### src/rtl/data_pulse_if.sv
// Output bundle of the data_pulse generator: serial line plus frame markers.
interface data_pulse_if;
  logic pulse_out;
  logic frame_start;
  logic in_gap;

  modport master (output pulse_out, output frame_start, output in_gap);
  modport slave  (input  pulse_out, input  frame_start, input  in_gap);
endinterface

### src/rtl/data_pulse.sv
// Free-running pulse-train beacon: sends PATTERN LSB first as fixed-length
// slots ('1' = PULSE_WIDTH-cycle high pulse at slot start, '0' = low slot),
// followed by GAP_SLOTS low slots, repeating forever.
module data_pulse #(
  parameter int unsigned                  DATA_WIDTH  = 8,
  parameter logic [DATA_WIDTH-1:0]        PATTERN     = 8'hA5,
  parameter int unsigned                  SLOT_LEN    = 8,
  parameter int unsigned                  PULSE_WIDTH = 3,
  parameter int unsigned                  GAP_SLOTS   = 2
) (
  input  logic          clk,
  input  logic          rst_n,
  data_pulse_if.master  bus
);

  localparam int unsigned TOTAL_SLOTS = DATA_WIDTH + GAP_SLOTS;
  localparam int unsigned CYC_W  = (SLOT_LEN > 1)    ? $clog2(SLOT_LEN)    : 1;
  localparam int unsigned SLOT_W = (TOTAL_SLOTS > 1) ? $clog2(TOTAL_SLOTS) : 1;

  localparam logic [CYC_W-1:0]  CYC_LAST  = CYC_W'(SLOT_LEN - 1);
  localparam logic [SLOT_W-1:0] SLOT_LAST = SLOT_W'(TOTAL_SLOTS - 1);
  localparam logic [SLOT_W-1:0] DATA_LAST = SLOT_W'(DATA_WIDTH - 1);
  localparam logic [CYC_W:0]    PW_VAL    = (CYC_W + 1)'(PULSE_WIDTH);

  if (DATA_WIDTH < 1) begin : g_err_dw
    $error("data_pulse: DATA_WIDTH must be >= 1");
  end
  if (SLOT_LEN < 1) begin : g_err_sl
    $error("data_pulse: SLOT_LEN must be >= 1");
  end
  if (PULSE_WIDTH < 1 || PULSE_WIDTH > SLOT_LEN) begin : g_err_pw
    $error("data_pulse: PULSE_WIDTH must be in 1..SLOT_LEN");
  end

  typedef enum logic [1:0] {
    ST_IDLE,
    ST_DATA,
    ST_GAP
  } state_t;

  state_t              r_state;
  logic [CYC_W-1:0]    r_cyc_cnt;
  logic [SLOT_W-1:0]   r_slot_cnt;
  logic                r_pulse_out;
  logic                r_frame_start;
  logic                r_in_gap;

  state_t              w_state_nxt;
  logic [CYC_W-1:0]    w_cyc_nxt;
  logic [SLOT_W-1:0]   w_slot_nxt;
  logic [DATA_WIDTH-1:0] w_bit_sel;
  logic                w_pat_bit;

  // Next-state/counter values; outputs are decoded from these so the
  // registered outputs line up with the counters they describe.
  always_comb begin
    w_state_nxt = r_state;
    w_cyc_nxt   = r_cyc_cnt;
    w_slot_nxt  = r_slot_cnt;
    if (r_state == ST_IDLE) begin
      w_state_nxt = ST_DATA;
      w_cyc_nxt   = '0;
      w_slot_nxt  = '0;
    end else if (r_cyc_cnt == CYC_LAST) begin
      w_cyc_nxt = '0;
      if (r_slot_cnt == SLOT_LAST) begin
        w_slot_nxt  = '0;
        w_state_nxt = ST_DATA;
      end else begin
        w_slot_nxt = r_slot_cnt + 1'b1;
        if (r_slot_cnt == DATA_LAST) begin
          w_state_nxt = ST_GAP;
        end
      end
    end else begin
      w_cyc_nxt = r_cyc_cnt + 1'b1;
    end
  end

  // Pattern bit for the upcoming slot; gap slots fall outside the word and read 0.
  always_comb begin
    w_bit_sel = DATA_WIDTH'(1) << w_slot_nxt;
    w_pat_bit = |(PATTERN & w_bit_sel);
  end

  // State, counters and registered outputs.
  always_ff @(posedge clk or negedge rst_n) begin
    if (!rst_n) begin
      r_state       <= ST_IDLE;
      r_cyc_cnt     <= '0;
      r_slot_cnt    <= '0;
      r_pulse_out   <= 1'b0;
      r_frame_start <= 1'b0;
      r_in_gap      <= 1'b0;
    end else begin
      r_state       <= w_state_nxt;
      r_cyc_cnt     <= w_cyc_nxt;
      r_slot_cnt    <= w_slot_nxt;
      r_pulse_out   <= (w_state_nxt == ST_DATA) && w_pat_bit &&
                       ({1'b0, w_cyc_nxt} < PW_VAL);
      r_frame_start <= (w_state_nxt == ST_DATA) && (w_slot_nxt == '0) &&
                       (w_cyc_nxt == '0);
      r_in_gap      <= (w_state_nxt == ST_GAP);
    end
  end

  assign bus.pulse_out   = r_pulse_out;
  assign bus.frame_start = r_frame_start;
  assign bus.in_gap      = r_in_gap;

endmodule

### src/flat_wrapper.sv
// flat-port wrapper written by rule: the top's interface ports become plain ports
module data_pulse_flat 
#(
  parameter int unsigned                  DATA_WIDTH  = 8,
  parameter logic [DATA_WIDTH-1:0]        PATTERN     = 8'hA5,
  parameter int unsigned                  SLOT_LEN    = 8,
  parameter int unsigned                  PULSE_WIDTH = 3,
  parameter int unsigned                  GAP_SLOTS   = 2
)
  (clk, rst_n, bus_pulse_out, bus_frame_start, bus_in_gap);
  data_pulse_if bus_i ();
  input  logic clk;
  input  logic rst_n;
  output wire logic [$bits(bus_i.pulse_out)-1:0] bus_pulse_out;
  output wire logic [$bits(bus_i.frame_start)-1:0] bus_frame_start;
  output wire logic [$bits(bus_i.in_gap)-1:0] bus_in_gap;
  assign bus_pulse_out = bus_i.pulse_out;
  assign bus_frame_start = bus_i.frame_start;
  assign bus_in_gap = bus_i.in_gap;
  data_pulse #(.DATA_WIDTH(DATA_WIDTH), .PATTERN(PATTERN), .SLOT_LEN(SLOT_LEN), .PULSE_WIDTH(PULSE_WIDTH), .GAP_SLOTS(GAP_SLOTS)) u_core (.clk(clk), .rst_n(rst_n), .bus(bus_i));
endmodule
### config.mk
export PLATFORM = sky130hd
export DESIGN_NAME = data_pulse_flat
export DESIGN_NICKNAME = d
export VERILOG_FILES = /design/src/rtl/data_pulse_if.sv /design/src/rtl/data_pulse.sv /design/src/flat_wrapper.sv
export SDC_FILE = /design/constraint.sdc
export NUM_CORES = 1
export LEC_CHECK = 0
export ABC_AREA = 1
export CORE_AREA = 10 10 47 49
export DETAILED_ROUTE_END_ITERATION = 7
export DIE_AREA = 0 0 57 59
export PLACE_DENSITY = 0.65
export SLEW_MARGIN = 20
export SYNTH_ARGS = -nofsm -noshare
export SYNTH_HDL_FRONTEND = slang
export SYNTH_SLANG_ARGS = --single-unit
### constraint.sdc
create_clock -name clk -period 1.3 [get_ports clk]
set_input_delay 0.325 -clock clk [delete_from_list [all_inputs] [get_ports clk]]
set_output_delay 0.325 -clock clk [all_outputs]
set_load 0.05 [all_outputs]
* Word-level counts from Yosys, hierarchy flattened
Cells that the tools add are included.
Operators by class: multiplexer cells 9, eq/ne operators 5, magnitude comparators 1, reduce and logical (&&, ||, !) cells 8, shift-type cells 1, add/subtract/negate cells 2
Operators by type and width (count):
- 2-to-1 mux 4 bit | 3
- 2-to-1 mux 2 bit | 4
- left shift 1 x 4 -> 8 bit, first input constant | 1
- 2-to-1 mux 3 bit | 2
- adder 4 x 1 -> 4 bit, second input constant | 1
- equality test 4 x 3 -> 1 bit, second input constant | 1
- equality test 4 bit, second input constant | 1
- logical AND 1 bit | 4
- logical NOT 4 bit | 1
- OR reduction 4 bit | 1
- adder 3 x 1 -> 3 bit, second input constant | 1
- equality test 3 bit, second input constant | 1
- logical NOT 3 bit | 1
- < comparator 3 x 2 -> 1 bit, second input constant | 1
- equality test 2 x 1 -> 1 bit, second input constant | 1
- equality test 2 bit, second input constant | 1
- logical NOT 2 bit | 1
Word-level totals: output and inout port bits 3, logic and storage cells 32, input bits 2, register bits after elaboration 12

* Logic depth before layout (Yosys ltp)
Gate-level depths: netlist of the first run.
depth in word-level cells 8, gate-level depth with buffers 10, gate-level depth less buffers 10

* Least setup slack after synthesis of the first run
Ideal clock, no wire load.
path type register -> register, start register u_core.r_cyc_cnt[0], end register u_core.r_frame_start, in the netlist u_core.bus.frame_start, period minus slack after synthesis 1.421 ns, setup time 0.114 ns, arrival time 1.307 ns, required time 1.186 ns, stages on the path, launching flop included 9, slack -0.121 ns, cell sequence dfrtp_1 -> ha_1 -> ha_1 -> nand2_2 -> nor2_1 -> nor2_1 -> nand2_1 -> nand3_2 -> nor2_2
Between the ends: longest elaborated chain between the ends 6, elaborated cells between the ends (all ways) 13, classes of those cells 1 x add/sub; 2 x eq/ne; 6 x mux; 4 x reduce/logical
RTL lines:
- from (decl) | RTL line data_pulse.sv:42 | logic [CYC_W-1:0] r_cyc_cnt;
- from (signal assigned) | RTL line data_pulse.sv:97 | r_cyc_cnt <= w_cyc_nxt;
- parallel branches: the longest is 5 deep, another holds adder 3 x 1 -> 3 bit
- logical AND 1 bit * | RTL line data_pulse.sv:101 | r_frame_start <= (w_state_nxt == ST_DATA) && (w_slot_nxt == '0) &&
- to (signal assigned) | RTL line data_pulse.sv:101
- to (decl) | RTL line data_pulse.sv:45 | logic r_frame_start;
Mark *: on every way between the ends.

* Final worst setup path of the first run
start register u_core.r_cyc_cnt[0], end register u_core.r_frame_start, in the netlist u_core.bus.frame_start
Between the ends: longest elaborated chain between the ends 6, elaborated cells between the ends (all ways) 13, classes of those cells 1 x add/sub; 2 x eq/ne; 6 x mux; 4 x reduce/logical
RTL lines:
- equality test 3 bit | RTL line data_pulse.sv:64 | end else if (r_cyc_cnt == CYC_LAST) begin
- 2-to-1 mux 4 bit | RTL line data_pulse.sv:64
- 2-to-1 mux 4 bit | RTL line data_pulse.sv:60 | if (r_state == ST_IDLE) begin
- net u_core.w_slot_nxt[1] | RTL line data_pulse.sv:50 | logic [SLOT_W-1:0] w_slot_nxt;
- logical NOT 4 bit | RTL line data_pulse.sv:101
- logical AND 1 bit (2 in series) | RTL line data_pulse.sv:101
The timed path passes the listed nets, and every way through them passes these cells.

==> metrics.txt, run 1 <==
Post-Route WL=1.027 mm; internal portion of total power=0.5476 mW; sequential power share=0.552; placeable core region=0.001401 mm²; Post-DRT Antenna Nets=0; synthesis warning total=0; Startpoint Class=register; max-slew headroom at the worst pin=0.8626; starting density of the core=0.4134; largest fanout on the critical path=5; power share of the combinational group=0.017; TritonCTS clock tree=done; Data required, critical path=1.51 ns; sum of overflow across all layers after global routing=0; worst clock skew=approximately 0.0011 ns; clock latency reported for the late side of the worst-skew pair=0.27 ns; minimum setup slack after placement=-0.1458 ns; CP startpoint=u_core.r_cyc_cnt[0]; number of max-cap violations=0; class of the worst hold path=in2async; average wire per cell in the routed design=10.59 µm; leading cell type in the layout, fill and taps excluded=inv_1; cell area after synthesis=slightly below 600 µm²; CP max-delay cell=dfrtp_1; sequential cell area fraction in the yosys report=0.5184; die area=roughly 0.0034 mm²; count of port buffers added during placement=4; power density cells=871.3 mW/mm²; H-tree Lvls=1; maximum VDD drop=0.0005297 V; Antenna diodes=0; CTS clk-pin slew, worst paths=0.07 ns; share of final-layout standard cells stronger than drive strength 1=0.3951; Mean Syn Cell Area=between 8 and 9 µm²; Final Cycle Share=1.091; width of the die=57 µm; number of cells traversed by the worst register-to-register path=9; global routing usage summed across all routing layers=0.07053; clock root buffer=clkbuf_4; total vias in the final route=431; final RePlAce weighted congestion=about 0.76; RSZ-0062 raised after global routing=true; actual transition at the worst max-transition pin=approximately 0.21 ns; launch instance of the worst register-to-register path=u_core.r_cyc_cnt[0]; hold violation count in the final report=0; Layout fillers=131; Worst Hold Slack=0.3505 ns; result of the run=finished with violations; number of antenna violations at the first check in global routing=0; std cell rows=14; total clock sinks=12; final count of pins violating max slew=0; Top-Level Pins=5; first-pass GRT wire length=between 1.5 and 2 mm; register bit count reported by yosys=12; Leakage=~0.45 nW; number of global-route vias before repair=around 460; top library cells by usage in the layout, fill and taps aside=inv_1 (13), nand2_1 (12), dfrtp_1 (12); Most Frequent Cell on Critical Path=nor2_1; clock buffer depth=2; cell breakdown of the critical path=ha_2 > ha_4 > nand2_4 > inv_2 > o21ai_1 > nor2_1 > nor2_1 > nand2_1 > nor2_2; DRC violation count after routing=0; net load switching power=0.1283 mW; achievable clock frequency=0.7053 GHz; Largest stage delay, worst path=0.39 ns; critical path endpoint category=register; synthesis-to-layout area growth=33.91%; total nets after synthesis=73; slack of the worst reg-to-reg path=-0.12 ns; Pwr Total=0.6759 mW; CP Class=reg2reg; Pre-Repair DR Iteration Count=2; Crit path arrival time=1.62 ns; endpoint of the lowest-slack register-to-register path=u_core.bus.frame_start; number of buffers created by CTS=3; violations in the final reports=negative setup slack; synthesized instance count=69; count of cell types in the netlist=13; clock network power share=0.431; routed vias/inst=around 4.4; switching power as a share of total power=0.1898; pin count of the biggest net entering global routing=13; total of endpoints with negative setup slack in the final report=2; min setup slack post-route=-0.1179 ns; Detailed Place HPWL=764.9 µm; number of nets in the final layout=86; number of DRC markers after the initial detailed-route iteration=3; crit path time final=1.418 ns; Die H=59 µm
-- worst max-delay path: cells and delay by family (launching register included) --
family	cells	cell delay, ns
compound gates	1	0.12
simple gates	5	0.42
fa+ha+maj	2	0.38
buf+inv	1	0.05
flops	1	0.39
-- timing repair --
| action | in CTS | in global routing |
|---|---|---|
| gates resized for setup | 2 | 6 |
| hold buffers | 0 | 0 |
| setup endpoints to repair | 7 | 7 |
| pin swaps | 2 | 2 |
| buffers inserted | 0 | 1 |
-- per-layer routing --
metal / GRT usage / wire (µm) / up-vias
met3: 0.01931 / 21 / 4
met5: 0 / 0 / -
met2: 0.1147 / 515 / 3
met4: 0.07047 / 38 / 0
met1: 0.07030 / 452 / 193
li1: - / - / 231
-- power groups by stage --
stage                     Combinational (mW)  Sequential [mW]  Clock, mW
after global routing                  0.0131            0.373      0.321
final                                 0.0117            0.373      0.291
after global placement                0.0122            0.380          0
after detailed placement              0.0124            0.380          0
after CTS                             0.0124            0.373      0.301
after floorplan                  0.000000231            0.380          0
-- layout make-up --
type                    instances  area [µm²]  share of cell area
flip-flops and latches         12       300.3              0.3871
repair buffers                  8       100.1              0.1290
well taps                      16       20.02             0.02581
inverters                      16       60.06             0.07742
multi-input cells              41       259.0              0.3339
clock buffers                   4       36.28             0.04677
-- through the flow --
step                setup TNS (ns)  instances    util  area, µm²
finish                     -0.2212         97  0.5536      775.7
CTS                        -0.1896         96  0.5375      753.2
global placement           -0.2577         92  0.5080      711.9
detailed placement         -0.3053         92  0.5080      711.9
global route               -0.7073         97  0.5536      775.7
floorplan                 -0.06437         69       -      599.3
-- cells in the mapped netlist --
| cell type | instances | area [µm²] |
|---|---|---|
| nand3_2 | 3 | 30.03 |
| dfrtp_1 | 12 | 300.3 |
| nand2_2 | 3 | 18.77 |
| o21ai_1 | 1 | 5.000 |
| o21ai_0 | 1 | 5.000 |
| inv_2 | 3 | 11.26 |
| inv_1 | 13 | 48.80 |
| nor2_2 | 4 | 25.02 |
| nand3_1 | 3 | 15.01 |
| nand4_1 | 2 | 12.51 |
| ha_1 | 2 | 25.02 |
| nand2_1 | 15 | 56.30 |
| nor2_1 | 7 | 26.28 |
-- kinds of logic (layout without fill, tap and decap cells) --
logic type / after synthesis / after routing / share of synthesized area
AND/OR/NAND/NOR: 37 / 37 / 0.3175
buffers and inverters: 16 / 28 / 0.1037
flip-flops: 12 / 12 / 0.5184
adder cells (fa/ha/maj): 2 / 2 / 0.04319
AO/OA/AOI/OAI: 2 / 2 / 0.01726
-- registers in the layout (all words and copies together) (netlist names) --
signal / cells
u_core.bus.pulse_out: 1
u_core.bus.in_gap: 1
u_core.bus.frame_start: 1
u_core.r_slot_cnt: 4
u_core.r_cyc_cnt: 3
u_core.r_state: 2
-- worst max path at each step --
stage,to,slack [ns],cells after the start
2_1_floorplan,u_core.bus.frame_start,-0.03,8
3_3_place_gp,u_core.bus.pulse_out,-0.13,10
3_5_place_dp,u_core.bus.frame_start,-0.15,8
4_1_cts,u_core.bus.pulse_out,-0.1,10
5_1_grt,u_core.bus.frame_start,-0.21,8
6_report,u_core.bus.frame_start,-0.12,9
(Power assumes the default switching activity.)
==> run 2: changes to the inputs <==
--- a/config.mk
+++ b/config.mk
@@ -9,7 +9,6 @@
 export CORE_AREA = 10 10 47 49
 export DETAILED_ROUTE_END_ITERATION = 7
 export DIE_AREA = 0 0 57 59
-export PLACE_DENSITY = 0.65
 export SLEW_MARGIN = 20
 export SYNTH_ARGS = -nofsm -noshare
 export SYNTH_HDL_FRONTEND = slang
==> constraint.sdc (replaced) <==
create_clock -name clk -period 1.4 [get_ports clk]
set_input_delay 0.35 -clock clk [delete_from_list [all_inputs] [get_ports clk]]
set_output_delay 0.35 -clock clk [all_outputs]
set_load 0.05 [all_outputs]
==> run 2 against run 1 <==
  * The run still ends with negative setup slack left
  * Largest power group unchanged
  * Sequential cell count is the same
  * Utilization increased by 0.45 points
  * Sequential share of layout area is 0.31 points lower
  * Cell area grew 0.81%
  * Highest routed layer unchanged
  * Global-route usage grew 0.31 points
==> metrics.txt, run 2 (synthesis gave the netlist of run 1 again) <==
worst clock skew=0.001852 ns (+0.0007968 ns); number of flip-flops under the largest register name=4 (unchanged); Top-Level Pins=5 (unchanged); final count of pins violating max slew=0 (unchanged); endpoint of the lowest-slack register-to-register path=u_core.bus.frame_start; met3 demand-to-capacity share in global routing=0.02361 (+0.004292); class of the worst hold path=in2async; cell breakdown of the critical path=ha_2 > ha_4 > nand2_4 > nor2_1 > nor2_2 > nand2_2 > nand3_2 > nor2_2; starting density of the core=0.4134 (unchanged); crit path time final=1.414 ns (-0.003620 ns); Crit path arrival time=1.58 ns (-0.04 ns); total clock sinks=12 (unchanged); die area=0.003363 mm² (unchanged); slack of the worst reg-to-reg path=-0.01 ns (+0.10 ns); number of global-route vias before repair=482 (+3.9%); total of endpoints with negative setup slack in the final report=2 (unchanged); number of DRC markers after the initial detailed-route iteration=3 (unchanged); Most Frequent Cell on Critical Path=nor2_2; min setup slack post-route=-0.01431 ns (+0.1036 ns); biggest regs=u_core.r_slot_cnt x4, u_core.r_cyc_cnt x3, u_core.r_state x2; sum of overflow across all layers after global routing=0 (unchanged); H-tree Lvls=1 (unchanged); number of max-cap violations=0 (unchanged); final RePlAce weighted congestion=0.6851 (-9.3%); top library cells by usage in the layout, fill and taps aside=inv_1 (13), nand2_1 (12), dfrtp_1 (12); pin count of the biggest net entering global routing=13 (unchanged); achievable clock frequency=0.7071 GHz (+0.26%); Antenna diodes=0 (unchanged); CP max-delay cell=dfrtp_1; TritonCTS clock tree=done; Post-Route WL=1.014 mm (-1.3%); Die H=59 µm (unchanged); number of cells traversed by the worst register-to-register path=8 (-1); CTS clk-pin slew, worst paths=0.07 ns (about the same); global routing usage summed across all routing layers=0.07361 (+0.003079); clock latency reported for the late side of the worst-skew pair=0.27 ns (about the same); leading cell type in the layout, fill and taps excluded=inv_1; largest fanout on the critical path=5 (unchanged); RSZ-0062 raised after global routing=true; hold violation count in the final report=0 (unchanged); number of cells in the design after placement=91 (-1.1%); Startpoint Class=register; routed vias/inst=4.594 (+3.4%); summed negative setup slack over all endpoints=-0.02651 ns (+0.1947 ns); first-pass GRT wire length=1.980 mm (+4.8%); DRC violation count after routing=0 (unchanged); width of the die=57 µm (unchanged); Layout fillers=126 (-3.8%); placeable core region=0.001401 mm² (unchanged); number of buffers created by CTS=3 (unchanged); Pre-Repair DR Iteration Count=2 (unchanged); peak-usage layer in the global routing report=met2; Post-DRT Antenna Nets=0 (unchanged); maximum VDD drop=0.0005063 V (-4.4%); Leakage=0.4617 nW (+1.5%); power density cells=802.3 mW/mm² (-7.9%); average wire per cell in the routed design=10.56 µm (-0.24%); Largest stage delay, worst path=0.39 ns (about the same); grt met1 use=0.08252 (+0.01222); number of nets in the final layout=85 (-1.2%); Finished Layout Cells=96 (-1.0%); violations in the final reports=negative setup slack; synthesis-to-layout area growth=34.99%; Worst Hold Slack=0.3701 ns (+0.01957 ns); launch instance of the worst register-to-register path=u_core.r_cyc_cnt[0]; critical path endpoint category=register; total vias in the final route=441 (+2.3%); count of port buffers added during placement=4 (unchanged); Detailed Place HPWL=731.3 µm (-4.4%); GR Util met2=0.1116 (-0.003101); Largest Register=u_core.r_slot_cnt; std cell rows=14 (unchanged); clock root buffer=clkbuf_4; actual transition at the worst max-transition pin=0.2348 ns (+0.02875 ns); clock buffer depth=2 (unchanged); result of the run=finished with violations; CP Class=reg2reg; Finished Core Util=0.5580 (+0.004465); max-slew headroom at the worst pin=0.8435 (-0.01916); share of final-layout standard cells stronger than drive strength 1=0.4125 (+0.01744); Final Cycle Share=1.010 (-0.08049); Data required, critical path=1.57 ns (+0.06 ns); number of antenna violations at the first check in global routing=0 (unchanged)
## run 2: cell type report
type / instances / area, µm² / area share
Clock buffer: 4 / 36.28 / 0.04640
Inverter: 16 / 60.06 / 0.07680
Multi-Input combinational cell: 41 / 272.8 / 0.3488
Sequential cell: 12 / 300.3 / 0.3840
Tap cell: 16 / 20.02 / 0.02560
Timing Repair Buffer: 7 / 92.59 / 0.1184
## run 2: metal layers
layer  wire length [µm]  share of wire
met1                466           0.46
met2                488           0.48
met3                 38          0.037
met4                 21          0.021
met5                  0              0
## run 2: through the flow
step / area [µm²] / setup slack (ns) / power (mW)
floorplan: 581.8 / 0.005717 / 0.3533
global placement: 686.9 / -0.09875 / 0.3644
detailed placement: 686.9 / -0.1233 / 0.3646
CTS: 758.2 / 0.006777 / 0.6354
global route: 782.0 / -0.1102 / 0.6565
finish: 782.0 / -0.01431 / 0.6274
## run 2: worst max path at each step
stage                        startpoint                     end  cells past startpoint
floorplan           u_core.r_cyc_cnt[0]  u_core.bus.frame_start                      8
global placement    u_core.r_cyc_cnt[0]    u_core.bus.pulse_out                     10
detailed placement  u_core.r_cyc_cnt[0]  u_core.bus.frame_start                      8
CTS                 u_core.r_cyc_cnt[0]    u_core.bus.pulse_out                     10
global route        u_core.r_cyc_cnt[0]    u_core.bus.pulse_out                      8
finish              u_core.r_cyc_cnt[0]  u_core.bus.frame_start                      8
## run 2: what timing repair did
item / in CTS / in global routing
pin swaps: 3 / 4
setup buffers: 0 / 1
gates resized for setup: 9 / 5
setup endpoints to repair: 4 / 2
endpoints found under the hold margin: 0 / 0
hold buffers: 0 / 0
## run 2: report_power, final
group / switching [mW] / internal [mW] / leakage [nW]
logic: 0.00654 / 0.00429 / 0.288
clock network: 0.112 / 0.158 / 0.0210
registers: 0 / 0.346 / 0.153
total: 0.119 / 0.509 / 0.462
## run 2: critical path, delay by kind of cell (launching register included)
family                     cells  cell delay, ns
adders and majority gates      2            0.38
DFF                            1            0.39
and+or+nand+nor                6            0.55
